`src/rtl/mem_arb_pkg.sv`:
```
// Shared types for the memory arbiter: request owner, return-pipe
// entry and the supported read-latency ceiling.
package mem_arb_pkg;

    typedef enum logic {
        OWN_CPU = 1'b0,
        OWN_LDR = 1'b1
    } owner_t;

    typedef struct packed {
        logic   valid;
        owner_t owner;
    } ret_ent_t;

    localparam int RD_LAT_MAX = 3;

endpackage

```
`src/rtl/rd_return_pipe.sv`:
```
// Read-return tracker: follows each issued read until its data comes back
// from memory and routes it to the requester that owns it.
// Ports:
//   i_clk, i_rst               clock, async active-high reset
//   i_push, i_owner            a read was granted this cycle, and by whom
//   i_mem_rdata                raw memory read data
//   o_cpu_rvalid/o_cpu_rdata   CPU read return (data held between pulses)
//   o_ldr_rvalid/o_ldr_rdata   loader read return (data held between pulses)
module rd_return_pipe
    import mem_arb_pkg::*;
#(
    parameter int RD_LAT = 1,
    parameter int DATA_W = 8
) (
    input  logic              i_clk,
    input  logic              i_rst,
    input  logic              i_push,
    input  owner_t            i_owner,
    input  logic [DATA_W-1:0] i_mem_rdata,
    output logic              o_cpu_rvalid,
    output logic [DATA_W-1:0] o_cpu_rdata,
    output logic              o_ldr_rvalid,
    output logic [DATA_W-1:0] o_ldr_rdata
);

    // Entry k is live in cycle grant+1+k; the last stage lines up
    // with the memory data for that read.
    ret_ent_t [RD_LAT:0] pipe_q;
    ret_ent_t [RD_LAT:0] pipe_d;
    logic [DATA_W-1:0]   cpu_hold_q;
    logic [DATA_W-1:0]   ldr_hold_q;
    ret_ent_t            tail;
    logic                cpu_rv;
    logic                ldr_rv;

    always_comb begin
        pipe_d = {pipe_q[RD_LAT-1:0], ret_ent_t'{valid: i_push, owner: i_owner}};
    end

    assign tail   = pipe_q[RD_LAT];
    assign cpu_rv = tail.valid && (tail.owner == OWN_CPU);
    assign ldr_rv = tail.valid && (tail.owner == OWN_LDR);

    always_ff @(posedge i_clk or posedge i_rst) begin
        if (i_rst) begin
            pipe_q     <= '0;
            cpu_hold_q <= '0;
            ldr_hold_q <= '0;
        end else begin
            pipe_q <= pipe_d;
            if (cpu_rv) cpu_hold_q <= i_mem_rdata;
            if (ldr_rv) ldr_hold_q <= i_mem_rdata;
        end
    end

    // Data passes straight through on the return cycle, then is held.
    assign o_cpu_rvalid = cpu_rv;
    assign o_ldr_rvalid = ldr_rv;
    assign o_cpu_rdata  = cpu_rv ? i_mem_rdata : cpu_hold_q;
    assign o_ldr_rdata  = ldr_rv ? i_mem_rdata : ldr_hold_q;

endmodule

```
`src/rtl/mem_arbiter.sv`:
```
// Arbitrates the single-port program/data memory between the CPU datapath
// and the loader/debug port; one access issued per cycle.
// Ports:
//   i_clk, i_rst                clock, async active-high reset
//   i_ldr_prio                  1 = loader fixed priority, 0 = round-robin
//   i_cpu_* / o_cpu_*           CPU request, grant pulse, read return
//   i_ldr_* / o_ldr_*           loader request, grant pulse, read return
//   o_mem_addr/wdata/we         registered memory command
//   i_mem_rdata                 memory read data, RD_LAT (1..3) after addr
module mem_arbiter
    import mem_arb_pkg::*;
#(
    parameter int ADDR_W = 8,
    parameter int DATA_W = 8,
    parameter int RD_LAT = 1
) (
    input  logic              i_clk,
    input  logic              i_rst,
    input  logic              i_ldr_prio,
    input  logic              i_cpu_req,
    input  logic              i_cpu_we,
    input  logic [ADDR_W-1:0] i_cpu_addr,
    input  logic [DATA_W-1:0] i_cpu_wdata,
    output logic              o_cpu_gnt,
    output logic              o_cpu_rvalid,
    output logic [DATA_W-1:0] o_cpu_rdata,
    input  logic              i_ldr_req,
    input  logic              i_ldr_we,
    input  logic [ADDR_W-1:0] i_ldr_addr,
    input  logic [DATA_W-1:0] i_ldr_wdata,
    output logic              o_ldr_gnt,
    output logic              o_ldr_rvalid,
    output logic [DATA_W-1:0] o_ldr_rdata,
    output logic [ADDR_W-1:0] o_mem_addr,
    output logic [DATA_W-1:0] o_mem_wdata,
    output logic              o_mem_we,
    input  logic [DATA_W-1:0] i_mem_rdata
);

    owner_t            last_q;
    owner_t            last_d;
    logic              cpu_gnt;
    logic              ldr_gnt;
    logic [ADDR_W-1:0] addr_q;
    logic [ADDR_W-1:0] addr_d;
    logic [DATA_W-1:0] wdata_q;
    logic [DATA_W-1:0] wdata_d;
    logic              we_q;
    logic              we_d;
    logic              rd_push;
    owner_t            rd_owner;

    // Last-winner state; LDR after reset so the CPU takes the first tie.
    always_ff @(posedge i_clk or posedge i_rst) begin
        if (i_rst) last_q <= OWN_LDR;
        else       last_q <= last_d;
    end

    always_comb begin
        last_d = last_q;
        if (cpu_gnt)      last_d = OWN_CPU;
        else if (ldr_gnt) last_d = OWN_LDR;
    end

    // Grants are blocked while reset is asserted so every output is 0.
    always_comb begin
        cpu_gnt = 1'b0;
        ldr_gnt = 1'b0;
        if (!i_rst) begin
            if (i_cpu_req && i_ldr_req) begin
                if (i_ldr_prio || last_q == OWN_CPU) ldr_gnt = 1'b1;
                else                                 cpu_gnt = 1'b1;
            end else begin
                cpu_gnt = i_cpu_req;
                ldr_gnt = i_ldr_req;
            end
        end
    end

    // Issue registers: address/data hold when idle, write enable does not.
    always_comb begin
        addr_d  = addr_q;
        wdata_d = wdata_q;
        we_d    = 1'b0;
        if (cpu_gnt) begin
            addr_d  = i_cpu_addr;
            wdata_d = i_cpu_wdata;
            we_d    = i_cpu_we;
        end else if (ldr_gnt) begin
            addr_d  = i_ldr_addr;
            wdata_d = i_ldr_wdata;
            we_d    = i_ldr_we;
        end
    end

    always_ff @(posedge i_clk or posedge i_rst) begin
        if (i_rst) begin
            addr_q  <= '0;
            wdata_q <= '0;
            we_q    <= 1'b0;
        end else begin
            addr_q  <= addr_d;
            wdata_q <= wdata_d;
            we_q    <= we_d;
        end
    end

    assign rd_push  = (cpu_gnt && !i_cpu_we) || (ldr_gnt && !i_ldr_we);
    assign rd_owner = ldr_gnt ? OWN_LDR : OWN_CPU;

    rd_return_pipe #(
        .RD_LAT (RD_LAT),
        .DATA_W (DATA_W)
    ) u_ret (
        .i_clk        (i_clk),
        .i_rst        (i_rst),
        .i_push       (rd_push),
        .i_owner      (rd_owner),
        .i_mem_rdata  (i_mem_rdata),
        .o_cpu_rvalid (o_cpu_rvalid),
        .o_cpu_rdata  (o_cpu_rdata),
        .o_ldr_rvalid (o_ldr_rvalid),
        .o_ldr_rdata  (o_ldr_rdata)
    );

    assign o_cpu_gnt   = cpu_gnt;
    assign o_ldr_gnt   = ldr_gnt;
    assign o_mem_addr  = addr_q;
    assign o_mem_wdata = wdata_q;
    assign o_mem_we    = we_q;

endmodule

```
`config.mk`:
```
export PLATFORM = sky130hd
export DESIGN_NAME = mem_arbiter
export DESIGN_NICKNAME = d
export VERILOG_FILES = /design/src/rtl/mem_arb_pkg.sv /design/src/rtl/rd_return_pipe.sv /design/src/rtl/mem_arbiter.sv
export SDC_FILE = /design/constraint.sdc
export NUM_CORES = 1
export LEC_CHECK = 0
export CAP_MARGIN = 20
export CORE_MARGIN = 3
export CORE_UTILIZATION = 40
export DETAILED_ROUTE_END_ITERATION = 12
export PLACE_DENSITY = 0.91
export SETUP_SLACK_MARGIN = 0.15
export SYNTH_ARGS = -nofsm -noshare
export SYNTH_HDL_FRONTEND = slang
export SYNTH_SLANG_ARGS = --single-unit
export TNS_END_PERCENT = 100
```
`constraint.sdc`:
```
create_clock -name i_clk -period 2.3 [get_ports i_clk]
set_clock_uncertainty 0.1 [all_clocks]
set_input_delay 0.345 -clock i_clk [delete_from_list [all_inputs] [get_ports i_clk]]
set_output_delay 0.345 -clock i_clk [all_outputs]
set_load 0.03 [all_outputs]
```
# [Word level (Yosys, flattened, before mapping)]
# Index checks and enable logic that the tools add are counted.
[op_classes] muxes=17 bitwise_logic=2 reduce_logical=10
[ops] cell="8-bit 2-to-1 mux" count=6
[ops] cell="1-bit 2-to-1 mux" count=11
[ops] cell="1-bit logical AND" count=5
[ops] cell="1-bit zero test" count=2
[ops] cell="1-bit logical OR" count=2
[ops] cell="1-bit inverter" count=2
[ops] cell="2-bit nonzero test" count=1
[totals] reg_bits=38 out_inout_bits=37 word_cells=39

# [Logic depth before layout (Yosys ltp)]
[logic_depth] depth_word=7 mapped_depth=6 mapped_depth_nobuf=4

# [Cells and area by module]
# Synthesis repeated with hierarchy kept, for this count alone.
[unflattened] cells_unflattened=146 hier_area_um2=1786.7
[by_module_without_submodules] mod="mem_arbiter" n_inst=1 cells_each=104 area_per_inst_um2=1033.5 seq_area_each_um2=451.7
[by_module_without_submodules] mod="rd_return_pipe" n_inst=1 cells_each=42 area_per_inst_um2=753.2 seq_area_each_um2=500.5

# [Least setup slack after synthesis]
# No wires, ideal clock.
[synth_timing] kind="input -> register" start="input i_rst" end="register addr_q[7], in the netlist o_mem_addr[7]" arrival_ps=2195 slack_ps=-75 stages=4 n_path_buf=1 path_cell_list="clkinv_1 -> clkbuf_1 -> o2111ai_1 -> o211ai_2"
[synth_via] elab_chain_cells=2 word_cells_on_any_way=4 cone_classes="3 x mux; 1 x reduce/logical"
[synth_lines] item="start, declared" line_no="mem_arbiter.sv:18" text="input logic i_rst,"
[synth_lines] item="1-bit 2-to-1 mux" line_no="mem_arbiter.sv:69" text="if (!i_rst) begin"
[synth_lines] item="8-bit 2-to-1 mux or 2-bit nonzero test (tied branches)"
[synth_lines] item="end signal, assigned" line_no="mem_arbiter.sv:102" text="addr_q <= addr_d;"
[synth_lines] item="end, declared" line_no="mem_arbiter.sv:44" text="logic [ADDR_W-1:0] addr_q;"
# Several ways; a longest one is shown, not always the timed one.
# A chain may end at the register's enable or synchronous reset.

# [Worst setup path after layout]
[layout_timing] start="register u_ret.pipe_q[2] in the netlist's numbering" end="output o_cpu_rdata[7]"
[layout_via] elab_chain_cells=3
[layout_lines] item="start, declared" line_no="rd_return_pipe.sv:28" text="ret_ent_t [RD_LAT:0] pipe_q;"
[layout_lines] item="start signal, assigned" line_no="rd_return_pipe.sv:50" text="pipe_q <= pipe_d;"
[layout_lines] item="1-bit inverter" line_no="rd_return_pipe.sv:41" text="assign cpu_rv = tail.valid && (tail.owner == OWN_CPU);"
[layout_lines] item="1-bit logical AND" line_no="rd_return_pipe.sv:41"
[layout_lines] item="8-bit 2-to-1 mux" line_no="rd_return_pipe.sv:59" text="assign o_cpu_rdata = cpu_rv ? i_mem_rdata : cpu_hold_q;"
[layout_lines] item="end, declared" line_no="mem_arbiter.sv:26" text="output logic [DATA_W-1:0] o_cpu_rdata,"
# No other way between the ends.

==> impl_metrics.ini <==
[global_route]
grt_pass1_wl_um = 6780
antenna_found_initial = 0
grt_remaining_overflow = 0
grt_use_total_pct = 16.6
grt_max_degree = 31
grt_pass1_vias = 1402

[die]
die_h_um = 71.8
die_w_um = 71.8
start_util_pct = 42.4
ios = 84
die-area_um2 = 5160
row_count = 23
core_area_um2 = 4090

[critical_path]
path_class = reg2out
rr_endpoint = o_mem_addr[0]
endpoint_kind = primary output
r2r-start = last_q
timing.critical_path.to = o_cpu_rdata[7]
setup.worst_path.start_class = register
cp_max_fo = 9
reg2reg_depth = 4
worstPathArrival_ns = 1.66
r2r_setup_slack_ns = 0.77
cp.required_ns = 1.86
crit_start = u_ret.pipe_q[2]

[yosys]
synth_cells = 144
synth_area_leaders = dfrtp_1 53%, mux2_2 10%, o2111ai_1 8.1%
synth_edf_count = 0
ys_types = 21
syn-cell-area_um2 = 1730
yosysTopAreaCellShare_pct = 53.4
syn_area_per_cell_um2 = 12.0
synth-seq-area-share_pct = 54.9
synth_area_leader_cell = dfrtp_1
synth_commonest_cells = 37 x dfrtp_1, 20 x inv_1, 17 x nand2_1, 16 x mux2_2, 16 x o2111ai_1
synth_flop_cell = dfrtp_1
ys_warn_count = 0
ys_seq_elements = 38
syn-num-nets = 191
synth_most_common_cell = dfrtp_1
synthArstFlopShare_pct = 100

[place]
dpl.hpwl_um = 3090
io_buffers = 83
gp_congestion = 0.705
place_area_um2 = 2590

[clock_network]
cts_hold_buf = 0
cts_root_buf = clkbuf_8
path_clk_slew_ns = 0.07
htree_num_levels = 2
tritoncts = built
clkLatencyLatePin_ns = 0.27
cts.sinks = 38
cts_buffer_depth = 2
numCtsBuffers = 5

[routing]
wl_per_cell_um = 14.5
vias = 1416
drt_iter0_drc = 62
finalWirelength_um = 4070
vias_per_cell = 5.04
detail-route-antenna-nets = 0
dr.pass1.iters = 4
drc_errors = 0

[cells_and_area]
area_delta_synth_final_pct = 52.2
antenna_cells = 0
final_nets = 277
final_layout_size_suffix_gt1_share_pct = 22.9
fin_area_um2 = 2640

[power_and_ir_drop]
ir_worst_vdd_mv = 0.313
powerDensity_nw_per_um2 = 772
leakage_nw = 1.21

[flow_run]
maxCapViolations = 0

[timing]
finalSetupViolations = 0
tightest_slew_ns = 0.671
hold_viol = 0
slew_violations = 0
rsz0062_at_grt = yes
finalCritPeriodShare_pct = 91.6
tns_ns = 0
relSlewSlack_pct = 55.3
fmax_ghz = 0.474
timing.hold.ws_ns = 0.250
post-route-min-period_ns = 2.11

[status]
status = complete, no violations

[worst_hold_path]
min_path_type = reg2reg
min_from = u_ret.pipe_d[3]
[per-stage QoR]
step | utilization (%) | power [mW] | std cells | worst slack, ns
floorplan | - | 1.33 | 144 | 0.511
global placement | 63.5 | 1.68 | 273 | 0.199
detailed placement | 63.5 | 1.70 | 273 | 0.179
CTS | 65.1 | 2.07 | 281 | 0.154
global route | 64.5 | 2.15 | 281 | 0.0887
finish | 64.5 | 2.04 | 281 | 0.193
[worst min path at each step]
stage | to | slack [ns] | cells after the start
after floorplan | u_ret.pipe_q[2] | 0.23 | 0
after global placement | u_ret.pipe_q[2] | 0.23 | 0
after detailed placement | u_ret.pipe_q[3] | 0.23 | 0
after CTS | u_ret.pipe_q[3] | 0.25 | 0
after global routing | u_ret.pipe_q[3] | 0.26 | 0
final | u_ret.pipe_q[3] | 0.25 | 0
[area by class of cell]
cell class / count / area (um^2)
fillers: 338 / 1450
flip-flops and latches: 38 / 952
repair buffers: 89 / 828
multi-input cells: 74 / 629
inverters: 22 / 82.6
clock buffers: 6 / 72.6
well taps: 50 / 62.6
clock inverters: 2 / 10.0
[routing by layer]
| layer | global-route usage, % | part of all wire (%) |
|---|---|---|
| met1 | 21.6 | 41 |
| met2 | 26.6 | 50 |
| met3 | 5.47 | 8.4 |
| met4 | 4.38 | 0.76 |
| met5 | 0 | 0 |
[kinds of logic after synthesis]
family | after synthesis | synth area share [%]
AO/OA/AOI/OAI | 38 | 21.0
flip-flops | 38 | 54.9
multiplexers | 16 | 10.4
buffers and inverters | 32 | 8.88
AND/OR/NAND/NOR | 20 | 4.77
[sequential cells by signal (all words and copies together) (netlist names)]
register          count
last_q                1
u_ret.cpu_hold_q      8
u_ret.pipe_q          2
u_ret.ldr_hold_q      8
o_mem_wdata           8
o_mem_we              1
u_ret.pipe_d          2
o_mem_addr            8
[worst max-delay path: stages (launching register included)]
cell	delay, ns
dfrtp_1	0.39
nor2b_1	0.11
buf_4	0.18
mux2_2	0.36
clkdlybuf4s15_1	0.34
[placed cells by master (no fill, tap or decap)]
cell type | netlist | final
o2bb2ai_2 | 1 | 1
o2111ai_1 | 16 | 16
dlymetal6s2s_1 | 0 | 1
dlygate4sd2_1 | 0 | 8
clkinv_1 | 2 | 1
clkdlybuf4s15_1 | 0 | 1
clkbuf_2 | 0 | 7
dfstp_2 | 1 | 1
nor2b_1 | 1 | 1
clkbuf_8 | 0 | 5
o21ba_2 | 1 | 1
clkinv_2 | 0 | 2
clkdlybuf4s50_1 | 0 | 64
o21bai_2 | 1 | 1
buf_4 | 0 | 8
dfrtp_1 | 37 | 37
o211ai_1 | 7 | 7
inv_2 | 0 | 1
a22o_1 | 1 | 1
nand2b_1 | 2 | 2
inv_1 | 20 | 20
nand2_1 | 17 | 16
a211o_1 | 1 | 1
clkbuf_1 | 5 | 1
nand2_2 | 0 | 1
mux2_2 | 16 | 16
a21oi_1 | 1 | 1
o211ai_2 | 9 | 9
[repair_timing]
action / in CTS / in global routing
buffers inserted: 0 / 0
cloned: 0 / 0
endpoints found under the setup margin: 16 / 9
resized for setup: 18 / 15
[report_power, final]
part / switching (mW) / leakage [nW] / internal, mW / total (mW)
Sequential: 0.0424 / 0.461 / 0.796 / 0.838
Clock: 0.215 / 0.0450 / 0.210 / 0.425
Combinational: 0.451 / 0.702 / 0.321 / 0.772
Total: 0.708 / 1.21 / 1.33 / 2.04
Power figures use the tool's default switching activity.
